[config.mk]
export PLATFORM = sky130hd
export DESIGN_NAME = iiitb_fifo_uart_tx
export DESIGN_NICKNAME = d
export VERILOG_FILES = /design/src/rtl/iiitb_fifo_uart_tx.sv
export SDC_FILE = /design/constraint.sdc
export NUM_CORES = 1
export LEC_CHECK = 0
export CORE_AREA = 2 2 59 103
export CTS_CLUSTER_DIAMETER = 40
export DETAILED_ROUTE_END_ITERATION = 8
export DIE_AREA = 0 0 61 105
export GPL_ROUTABILITY_DRIVEN = 0
export GPL_TIMING_DRIVEN = 1
export PLACE_DENSITY = 0.56
export REMOVE_ABC_BUFFERS = 1
export SLEW_MARGIN = 20
export SYNTH_ARGS = -nofsm -noshare
export SYNTH_HDL_FRONTEND = slang
export SYNTH_SLANG_ARGS = --single-unit
[constraint.sdc]
create_clock -name clk -period 3.09 [get_ports clk]
set_input_delay 0.7725 -clock clk [delete_from_list [all_inputs] [get_ports clk]]
set_output_delay 0.7725 -clock clk [all_outputs]
set_load 0.02 [all_outputs]
[src/rtl/iiitb_fifo_uart_tx.sv]
// -----------------------------------------------------------------------------
// iiitb_fifo_uart_tx
//   Read-side consumer of an 8-bit FIFO. Pops one byte at a time and sends it
//   as an asynchronous serial frame: start bit, 8 data bits LSB first, no
//   parity, then STOP_BITS stop bits. This block is the only reader of its
//   FIFO and only pops after seeing the FIFO non-empty while idle.
//
// Parameters
//   CLKS_PER_BIT  clock cycles per serial bit (>= 2)
//   STOP_BITS     number of stop bits (1 or 2)
//
// Ports
//   clk          system clock, all logic on the rising edge
//   rst          synchronous active-low reset
//   tx_en        transmit enable, only looked at while idle
//   fifo_empty   FIFO empty flag
//   fifo_data    FIFO read data, valid the cycle after the pop edge
//   fifo_rd_en   one-cycle pop pulse
//   tx           serial line, idle high
//   tx_busy      high whenever a frame is in progress (state != IDLE)
//   frame_count  completed frames, wraps at 16 bits
// -----------------------------------------------------------------------------
module iiitb_fifo_uart_tx #(
  parameter int CLKS_PER_BIT = 434,
  parameter int STOP_BITS    = 1
) (
  input  logic        clk,
  input  logic        rst,
  input  logic        tx_en,
  input  logic        fifo_empty,
  input  logic [7:0]  fifo_data,
  output logic        fifo_rd_en,
  output logic        tx,
  output logic        tx_busy,
  output logic [15:0] frame_count
);

  // Sized for the longest hold (two stop bits) so it never overflows.
  localparam int CNT_W = $clog2(2 * CLKS_PER_BIT);

  localparam logic [CNT_W-1:0] CNT_ZERO  = {CNT_W{1'b0}};
  localparam logic [CNT_W-1:0] CNT_ONE   = CNT_W'(1);
  localparam logic [CNT_W-1:0] BIT_LAST  = CNT_W'(CLKS_PER_BIT - 1);
  localparam logic [CNT_W-1:0] STOP_LAST = CNT_W'(STOP_BITS * CLKS_PER_BIT - 1);

  typedef enum logic [2:0] {
    S_IDLE  = 3'd0,
    S_POP   = 3'd1,
    S_LOAD  = 3'd2,
    S_START = 3'd3,
    S_DATA  = 3'd4,
    S_STOP  = 3'd5
  } state_e;

  state_e           state_q, state_d;
  logic [CNT_W-1:0] cnt_q, cnt_d;
  logic [2:0]       bit_q, bit_d;
  logic [7:0]       shift_q, shift_d;
  logic [15:0]      count_q, count_d;

  logic bit_done_s;
  logic stop_done_s;

  assign bit_done_s  = (cnt_q == BIT_LAST);
  assign stop_done_s = (cnt_q == STOP_LAST);

  // State and datapath registers with synchronous active-low reset.
  always_ff @(posedge clk) begin
    if (!rst) begin
      state_q <= S_IDLE;
      cnt_q   <= CNT_ZERO;
      bit_q   <= 3'd0;
      shift_q <= 8'h00;
      count_q <= 16'h0000;
    end else begin
      state_q <= state_d;
      cnt_q   <= cnt_d;
      bit_q   <= bit_d;
      shift_q <= shift_d;
      count_q <= count_d;
    end
  end

  // Next-state logic for the frame sequencer.
  always_comb begin
    state_d = state_q;
    case (state_q)
      S_IDLE: begin
        // Entering POP only on a non-empty flag makes underflow impossible.
        if (tx_en && !fifo_empty) begin
          state_d = S_POP;
        end else begin
          state_d = S_IDLE;
        end
      end
      S_POP:  state_d = S_LOAD;
      S_LOAD: state_d = S_START;
      S_START: begin
        if (bit_done_s) begin
          state_d = S_DATA;
        end else begin
          state_d = S_START;
        end
      end
      S_DATA: begin
        if (bit_done_s && (bit_q == 3'd7)) begin
          state_d = S_STOP;
        end else begin
          state_d = S_DATA;
        end
      end
      S_STOP: begin
        if (stop_done_s) begin
          state_d = S_IDLE;
        end else begin
          state_d = S_STOP;
        end
      end
      default: state_d = S_IDLE;
    endcase
  end

  // Next values for the cycle counter, bit index, shift register and frame count.
  always_comb begin
    cnt_d   = cnt_q;
    bit_d   = bit_q;
    shift_d = shift_q;
    count_d = count_q;
    case (state_q)
      S_LOAD: begin
        // FIFO read data arrives one cycle after the pop pulse.
        shift_d = fifo_data;
        cnt_d   = CNT_ZERO;
        bit_d   = 3'd0;
      end
      S_START: begin
        if (bit_done_s) begin
          cnt_d = CNT_ZERO;
        end else begin
          cnt_d = cnt_q + CNT_ONE;
        end
      end
      S_DATA: begin
        if (bit_done_s) begin
          cnt_d   = CNT_ZERO;
          shift_d = {1'b0, shift_q[7:1]};
          if (bit_q == 3'd7) begin
            bit_d = 3'd0;
          end else begin
            bit_d = bit_q + 3'd1;
          end
        end else begin
          cnt_d = cnt_q + CNT_ONE;
        end
      end
      S_STOP: begin
        if (stop_done_s) begin
          cnt_d   = CNT_ZERO;
          count_d = count_q + 16'd1;
        end else begin
          cnt_d = cnt_q + CNT_ONE;
        end
      end
      default: begin
        cnt_d = CNT_ZERO;
      end
    endcase
  end

  // Outputs decoded purely from registered state, no input-to-output path.
  always_comb begin
    fifo_rd_en = 1'b0;
    tx         = 1'b1;
    tx_busy    = 1'b1;
    case (state_q)
      S_IDLE:  tx_busy    = 1'b0;
      S_POP:   fifo_rd_en = 1'b1;
      S_LOAD:  tx         = 1'b1;
      S_START: tx         = 1'b0;
      S_DATA:  tx         = shift_q[0];
      S_STOP:  tx         = 1'b1;
      default: tx_busy    = 1'b0;
    endcase
  end

  assign frame_count = count_q;

endmodule
# --- Yosys cells after proc, flatten, opt, wreduce, memory -nomap -nowiden ---
# Index checks and enable logic that the tools add are counted.
# W data, S select, Z words.
totals:
  reg_bits: 40
  in_bits: 12
  output_inout_bits: 19
  word_cells: 41
classes:
  n_addsub: 3
  n_eq_ne: 8
  n_mux: 13
  bitwise_logic: 2
  reduce_logical: 10
ops:
  columns: ["op", "n"]
  rows:
  - ["$pmux W3 S6", 1]
  - ["$add A16 B1 Y16 const B", 1]
  - ["$pmux W8 S2", 1]
  - ["$mux W3", 4]
  - ["$add A10 B1 Y10 const B", 1]
  - ["$eq A10 B9 Y1 const B", 1]
  - ["$eq A3 B3 Y1 const B", 3]
  - ["$mux W8", 1]
  - ["$eq A3 B2 Y1 const B", 2]
  - ["$pmux W3 S2", 1]
  - ["$reduce_or A3 Y1", 2]
  - ["$reduce_or A5 Y1", 1]
  - ["$mux W1", 4]
  - ["$reduce_and A2 Y1", 2]
  - ["$add A3 B1 Y3 const B", 1]
  - ["$eq A3 B1 Y1 const B", 1]
  - ["$logic_not A3 Y1", 1]
  - ["$logic_and A1 B1 Y1", 2]
  - ["$ne A2 B2 Y1 const B", 1]
  - ["$not A1 Y1", 2]
  - ["$pmux W1 S2", 1]
  - ["$reduce_bool A2 Y1", 1]
  - ["$logic_not A1 Y1", 1]

# --- Longest topological paths before layout ---
# Gate-level depths: netlist of run 1.
depth:
  word_depth: 4
  depth_mapped: 7
  mapped_depth_nobuf: 6

# --- Worst setup path before layout of run 1 ---
# Ideal clock, no wire load.
synth_path:
  kind: "register -> output"
  from: "reg state_q[0]"
  to: "out tx_busy"
  arrival_ps: 1384
  required_time_ps: 2318
  setup_slack_ps: 934
  path_stages_with_launch: 5
  path_buffers: 2
  path_cell_list: "dfxtp_1 > buf_1 > buf_1 > nor3_1 > a21oi_1"
synth_via:
  elab_chain_cells: 3
  elab_cells_between_ends: 7
  classes_between: "eq/ne (5); mux (1); reduce/logical (1)"
synth_rtl:
  columns: ["element", "line", "rtl"]
  rows:
  - ["from (decl)", "55", "state_e state_q, state_d;"]
  - ["from (signal assigned)", "76", "state_q <= state_d;"]
  - ["$eq A3 B3 Y1, or another cell as far along", "175", "case (state_q)"]
  - ["$reduce_or A5 Y1 (no line) *", null, null]
  - ["$mux W1 *", "175", null]
  - ["to (decl)", "34", "output logic tx_busy,"]
# Mark *: on every way between the ends. The rest lies on a longest branch, timed or not.

# --- Worst setup path after layout of run 1 ---
layout_path:
  from: "reg state_q[2]"
  to: "out tx"
layout_via:
  elab_chain_cells: 2
  elab_cells_between_ends: 3
  classes_between: "eq/ne (2); mux (1)"
layout_rtl:
  columns: ["element", "line", "rtl"]
  rows:
  - ["$eq A3 B3 Y1 / $eq A3 B2 Y1 (equally long branches)", "175", null]
  - ["$pmux W1 S2 *", "175", null]
  - ["to (decl)", "33", "output logic tx,"]
# Marks and branches as above.

==> results of run 1 <==
==> cells in the final DEF, fill, tap and decap left out, types with 2 or more instances in the layout <==
master	instances
clkdlybuf4s50_1	30
mux2i_1	18
and3_1	3
o41ai_2	3
xnor2_1	2
nor3_1	3
nor4_1	2
o311ai_1	3
dfxtp_1	40
inv_1	5
nand3_1	6
o311ai_0	2
ha_1	5
clkbuf_8	5
o211ai_1	8
o22ai_1	3
o41ai_1	9
and4_1	3
nand2b_1	13
nand3b_1	2
and2_1	2
nor2_1	17
nand4_1	10
nand2_1	27
xor2_1	7
==> metrics by stage <==
| stage | util [%] | setup WS [ns] | area, um^2 | instances |
|---|---|---|---|---|
| finish | 46.3 | 0.482 | 2560 | 329 |
| global route | 46.3 | 0.410 | 2560 | 329 |
| CTS | 46.3 | 0.489 | 2560 | 329 |
| detailed placement | 44.3 | 0.844 | 2460 | 321 |
| global placement | 44.3 | 0.861 | 2460 | 321 |
| floorplan | - | 0.993 | 2030 | 213 |
==> per-layer routing <==
metal  track usage [%]  up-vias  share of wire [%]
met5                 0        -                  0
met4              5.12        0                1.5
met3              3.34        6                2.7
met2              25.5       26                 52
met1              18.9      820                 43
li1                  -      889                  -
==> power groups by stage <==
stage | registers [mW] | logic (mW) | clock network (mW)
2_1_floorplan | 0.544 | 0.0368 | 0
3_3_place_gp | 0.543 | 0.0801 | 0
3_5_place_dp | 0.543 | 0.0812 | 0
4_1_cts | 0.531 | 0.0814 | 0.434
5_1_grt | 0.533 | 0.0881 | 0.455
6_report | 0.531 | 0.0809 | 0.418
==> worst max-delay path, stage by stage, from the launching register on <==
cell and delay [ns]:
dfxtp_1 0.58, nor2_1 0.11, a31oi_1 0.21, clkdlybuf4s50_1 0.64
==> cells in the mapped netlist (2+ instances only) <==
library cell / instances
dfxtp_1: 40
nand2_1: 27
mux2i_1: 18
nor2_1: 17
nand2b_1: 13
nand4_1: 10
o41ai_1: 9
o211ai_1: 8
xor2_1: 7
nand3_1: 6
ha_1: 5
inv_1: 5
and3_1: 3
and4_1: 3
clkbuf_1: 3
clkbuf_8: 3
nor3_1: 3
o22ai_1: 3
o311ai_1: 3
o41ai_2: 3
and2_1: 2
buf_1: 2
buf_2: 2
nand3b_1: 2
nor4_1: 2
o311ai_0: 2
xnor2_1: 2
==> registers in the layout, summed over array words and instances (netlist names) <==
register and cells:
state_q 3, frame_count 16, bit_q 3, cnt_q 10
shift_q 8
==> cell type report <==
type	instances	area, um^2
clock buffer	6	72.6
sequential	40	801
inverter	5	18.8
clock inverter	2	35.0
multi-input combinational	168	1210
fill	588	2980
timing repair buffer	32	328
tap	76	95.1
==> kinds of logic (layout without fill, tap and decap cells) <==
logic type,count (synthesis),after routing,share of synthesized area (%)
flip-flops,40,40,37.6
adder cells (fa/ha/maj),5,5,2.94
buffers and inverters,18,45,5.29
XOR/XNOR,9,9,3.71
AND/OR/NAND/NOR,100,100,27.1
AO/OA/AOI/OAI,36,36,14.9
multiplexers,18,18,8.47
==> worst paths after layout <==
kind / startpoint / endpoint / slack, ns / depth (start not counted)
worst max-delay path: state_q[2] / tx / 0.48 / 3
worst min-delay path: frame_count[15] / frame_count[15] / 0.47 / 2
worst max register to register: cnt_q[0] / shift_q[7] / 1.03 / 5
worst min register to register: frame_count[15] / frame_count[15] / 0.47 / 2
==> impl_results.md, run 1 <==
- Status: finished clean
- Cell taking the most area after synthesis: dfxtp_1
- Yosys top cell area share: a little under two fifths
- Number of enable flip-flop cells after synthesis: 0
- Cts bufs inserted: 5
- H-tree levels: 2
- Fraction of layout cells with a size suffix above 1: between 7 and 8%
- Pwr/cell area: 402 nW/um^2
- Critical path class: flop to output pin
- Total grt overflow: 0
- Synthesized area: 2130 um^2
- Pin count of the biggest net entering global routing: 46
- IO Port Bufs: 30
- Clock share of power: 40.6%
- Period utilization: a little over four fifths
- RSZ-0062 raised after global routing: false
- HP Class: flop to flop
- Antenna Diode Count: 0
- Vias in the first global route: 1603
- DRC Markers: 0
- FFs w/ async S/R, synth: 0%
- I/O pins: 31
- Root Buffer: clkbuf_8
- Cells after Synth: 226
- YS warnings: 0
- Pins over their slew limit: 0
- Sw Ratio: 22.4%
- Final hold violations: 0
- Req. time, crit path: approximately 2.3 ns
- Max rail drop VDD: 239 uV
- Combinational share of power: 7.9%
- Worst slew margin: between 40% and 50%
- Post-CTS Hold Buffers: 0
- Critical Path Fanout Max: 13
- All-Layer GR Usage: between 10% and 20%
- Area Growth Syn to Fin: 20.5%
- NetSw: between 0.2 and 0.25 mW
- CTS sink cnt: 40
- Dpl hpwl: 3.30 mm
- PostCTS Resize Cnt: 0
- Initial core utilization: a little under two fifths
- Die height: 105 um
- Slew @ Worst Pin: 0.807 ns
- Int Pwr: 0.800 mW
- First-pass GRT wire length: between 7 and 8 mm
- Clk Latency, worst-skew pair: ~0.30 ns
- Total Routed Length: 4.54 mm
- Post-CTS Setup Repair Bufs: 0
- Largest cells by area after synthesis: dfxtp_1 38%, mux2i_1 8.5%, nand2_1 4.8%
- Hold slack final: about 0.47 ns
- FP Rows: 36
- Max_cap viols: 0
- Initial antenna violation count: 0
- Starting DRC count in detailed routing: 83
- TritonCTS clock tree: done
- Synth unique cells: 50
- Core area: between 5000 and 6000 um^2
- Die W: 61 um
- Final antenna-violating net count: 0
- Sum Neg Setup Slack: 0 ns
- Crit. End Element: output pin
- Seq/Total Area, Yosys: a little under two fifths
- #FFs+latches synth: 40
- Post-synth top flop: dfxtp_1
- Pleak: between 0.9 and 1 nW
- Clock skew: between 0.01 and 0.015 ns
- Startpoint type of the worst setup path: flop
- Fmax: 0.383 GHz
- Final Setup Violations: 0
- Fin nets: 269
- Synth Area per Inst: roughly 9.4 um^2
- Sequential Power Share: approximately half
- Tot Pwr: 1.03 mW
- Routed len/inst: 13.8 um
- Via density: 5.29
- Drt pass-1 iters: 4
- Vias: about 1700
- Die Footprint: around 6400 um^2
- CP arrival: 1.84 ns
- Clock transition at path regs: 0.08 ns
- CTS max path bufs: 2
- Crit path time final: about 2.6 ns
Note: power is estimated with default switching activity, not from simulation.
==> run 2, diff against run 1 <==
==> constraint.sdc (replaced) <==
create_clock -name clk -period 2.4 [get_ports clk]
set_input_delay 0.6 -clock clk [delete_from_list [all_inputs] [get_ports clk]]
set_output_delay 0.6 -clock clk [all_outputs]
set_load 0.02 [all_outputs]
==> run 2 against run 1 <==
- utilization increased by 1.3 points
- clock power increased by 84%
- via count increased by 1.5%
- combinational power increased by 29%
- total power increased by 51%
- first-iteration DRC count decreased by 14%
- clock skew decreased by 0.0023 ns
- sequential share of layout area decreased by 0.78 points
- critical path depth unchanged
- global-route usage increased by 0.62 points
- cell area increased by 2.9%
- largest power group is now the clock network
==> impl_results.md, run 2 (synthesized netlist as in run 1, its figures left out) <==
- Max incr delay on CP: between 0.6 and 0.7 ns
- Worst path depth: 3
- Crit path time final: 2.26 ns
- Worst reg2reg startpoint: cnt_q[1]
- First-pass GRT wire length: between 7 and 8 mm
- Status: finished clean
- Root Buffer: clkbuf_8
- Final WS setup: 0.137 ns
- CP Capture Point: tx
- Crit. End Element: output pin
- Post-CTS Setup Repair Bufs: 0
- CP top delay family: buffers and inverters
- Die Footprint: 6410 um^2
- Final hold violations: 0
- Vias: 1767
- TritonCTS clock tree: done
- R2R cell count: 6
- Startpoint type of the worst setup path: flop
- Total grt overflow: 0
- Starting DRC count in detailed routing: roughly 70
- Total Routed Length: about 4.7 mm
- I/O pins: 31
- All-Layer GR Usage: approximately 16%
- Slew @ Worst Pin: 0.747 ns
- Drt pass-1 iters: 4
- Worst Setup SP: state_q[2]
- Critical path, cell by cell: nor2_1 > a31oi_1 > clkdlybuf4s50_1
- Reg2reg setup slack: around 0.47 ns
- Critical path class: flop to output pin
- Routed wl met2: about 2.4 mm
- IO Port Bufs: 30
- FP Rows: 36
- Pwr/cell area: 590 nW/um^2
- Clock transition at path regs: 0.09 ns
- Worst slew margin: roughly half
- H-tree levels: 2
- Sum Neg Setup Slack: 0 ns
- CTS sink cnt: 40
- Routed len/inst: approximately 14 um
- Final Non-Filler Cells: about 330
- CTS max path bufs: 2
- Req. time, crit path: between 1.5 and 2 ns
- Vias in the first global route: 1710
- Clock skew: between 0.01 and 0.015 ns
- RSZ-0062 raised after global routing: false
- Dpl hpwl: ~3.3 mm
- Most common cell after layout, fill and taps aside: dfxtp_1
- Post-Route M1 WL: 2.10 mm
- Die W: slightly above 60 um
- Critical Path Fanout Max: 7
- Cts bufs inserted: 5
- CP arrival: about 1.7 ns
- Pleak: ~1 nW
- DRC Markers: 0
- Pins over their slew limit: 0
- Post-CTS Hold Buffers: 0
- Fraction of layout cells with a size suffix above 1: 10.5%
- Initial core utilization: approximately two fifths
- Number of flip-flops under the largest register name: 16
- Max layer used: met4
- Initial antenna violation count: 0
- Antenna Diode Count: 0
- # placed instances: ~330
- Dpl ws: between 0.2 and 0.3 ns
- Most frequent cells in the layout: 38 x dfxtp_1, 29 x clkdlybuf4s50_1, 27 x nand2_1
- Area Growth Syn to Fin: 24.0%
- Period utilization: 94.3%
- Worst-path cell with the longest stage delay: clkdlybuf4s50_1
- Filler instances: 559
- Max rail drop VDD: ~380 uV
- Final antenna-violating net count: 0
- WL met3: about 120 um
- Core area: about 5500 um^2
- Die height: ~110 um
- Via density: around 5.3
- Fin nets: ~270
- Fmax: 0.442 GHz
- Pin count of the biggest net entering global routing: 39
- HP Class: flop to flop
- Max_cap viols: 0
- Final Setup Violations: 0
- Critical path buffer and inverter count: 1
- Reg-to-Reg End: frame_count[15]
- Clk Latency, worst-skew pair: approximately 0.3 ns
==> run 2: cell count changes in the layout (fill, tap and decap cells not counted) <==
cell	delta
bufinv_16	+2
clkinv_2	-1
clkdlybuf4s50_1	-1
dfxtp_1	-2
dlymetal6s2s_1	+1
buf_4	+5
clkbuf_1	-1
dfxtp_2	+2
buf_12	-1
==> run 2: worst min-delay path by stage <==
stage,to,start,depth (start not counted),slack [ns]
final,frame_count[15],frame_count[15],2,0.47
after CTS,frame_count[15],frame_count[15],2,0.48
after global routing,frame_count[15],frame_count[15],2,0.50
after global placement,frame_count[15],frame_count[15],2,0.45
after detailed placement,frame_count[15],frame_count[15],2,0.46
after floorplan,shift_q[7],shift_q[7],2,0.44
==> run 2: area by class of cell <==
cell class	instances	area [um^2]	share of cell area [%]
multi-input cells	168	1210	46.0
flip-flops and latches	40	803	30.5
repair buffers	36	348	13.2
well taps	76	95.1	3.61
clock inverters	3	90.1	3.42
clock buffers	5	68.8	2.61
inverters	5	18.8	0.712
==> run 2: worst min-delay path, delay by kind of cell, from the launching register on <==
family | cells | cell delay (ns)
simple gates | 1 | 0.05
flops | 1 | 0.33
mux | 1 | 0.05
==> run 2: where the power goes <==
part           total [mW]  switching (mW)  internal [mW]
logic               0.104          0.0559         0.0484
clock network       0.768           0.248          0.520
registers           0.684          0.0106          0.674
==> run 2: through the flow <==
step | utilization, % | power, mW | hold WS [ns] | instance area, um^2
final | 47.6 | 1.56 | 0.474 | 2640
after global routing | 47.6 | 1.61 | 0.499 | 2640
after CTS | 47.5 | 1.57 | 0.477 | 2630
after detailed placement | 44.6 | 0.804 | 0.465 | 2470
after global placement | 44.6 | 0.804 | 0.454 | 2470
after floorplan | - | 0.748 | 0.436 | 2030
==> run 2: metal layers <==
metal	GRT usage, %	up-vias
met5	0	-
met4	5.12	0
met3	3.59	6
met2	27.2	20
met1	19.0	838
li1	-	903
==> run 2: what timing repair did <==
item,4_1_cts,5_1_grt
gates resized for setup,0,3
hold endpoints to repair,0,0
setup endpoints to repair,0,3
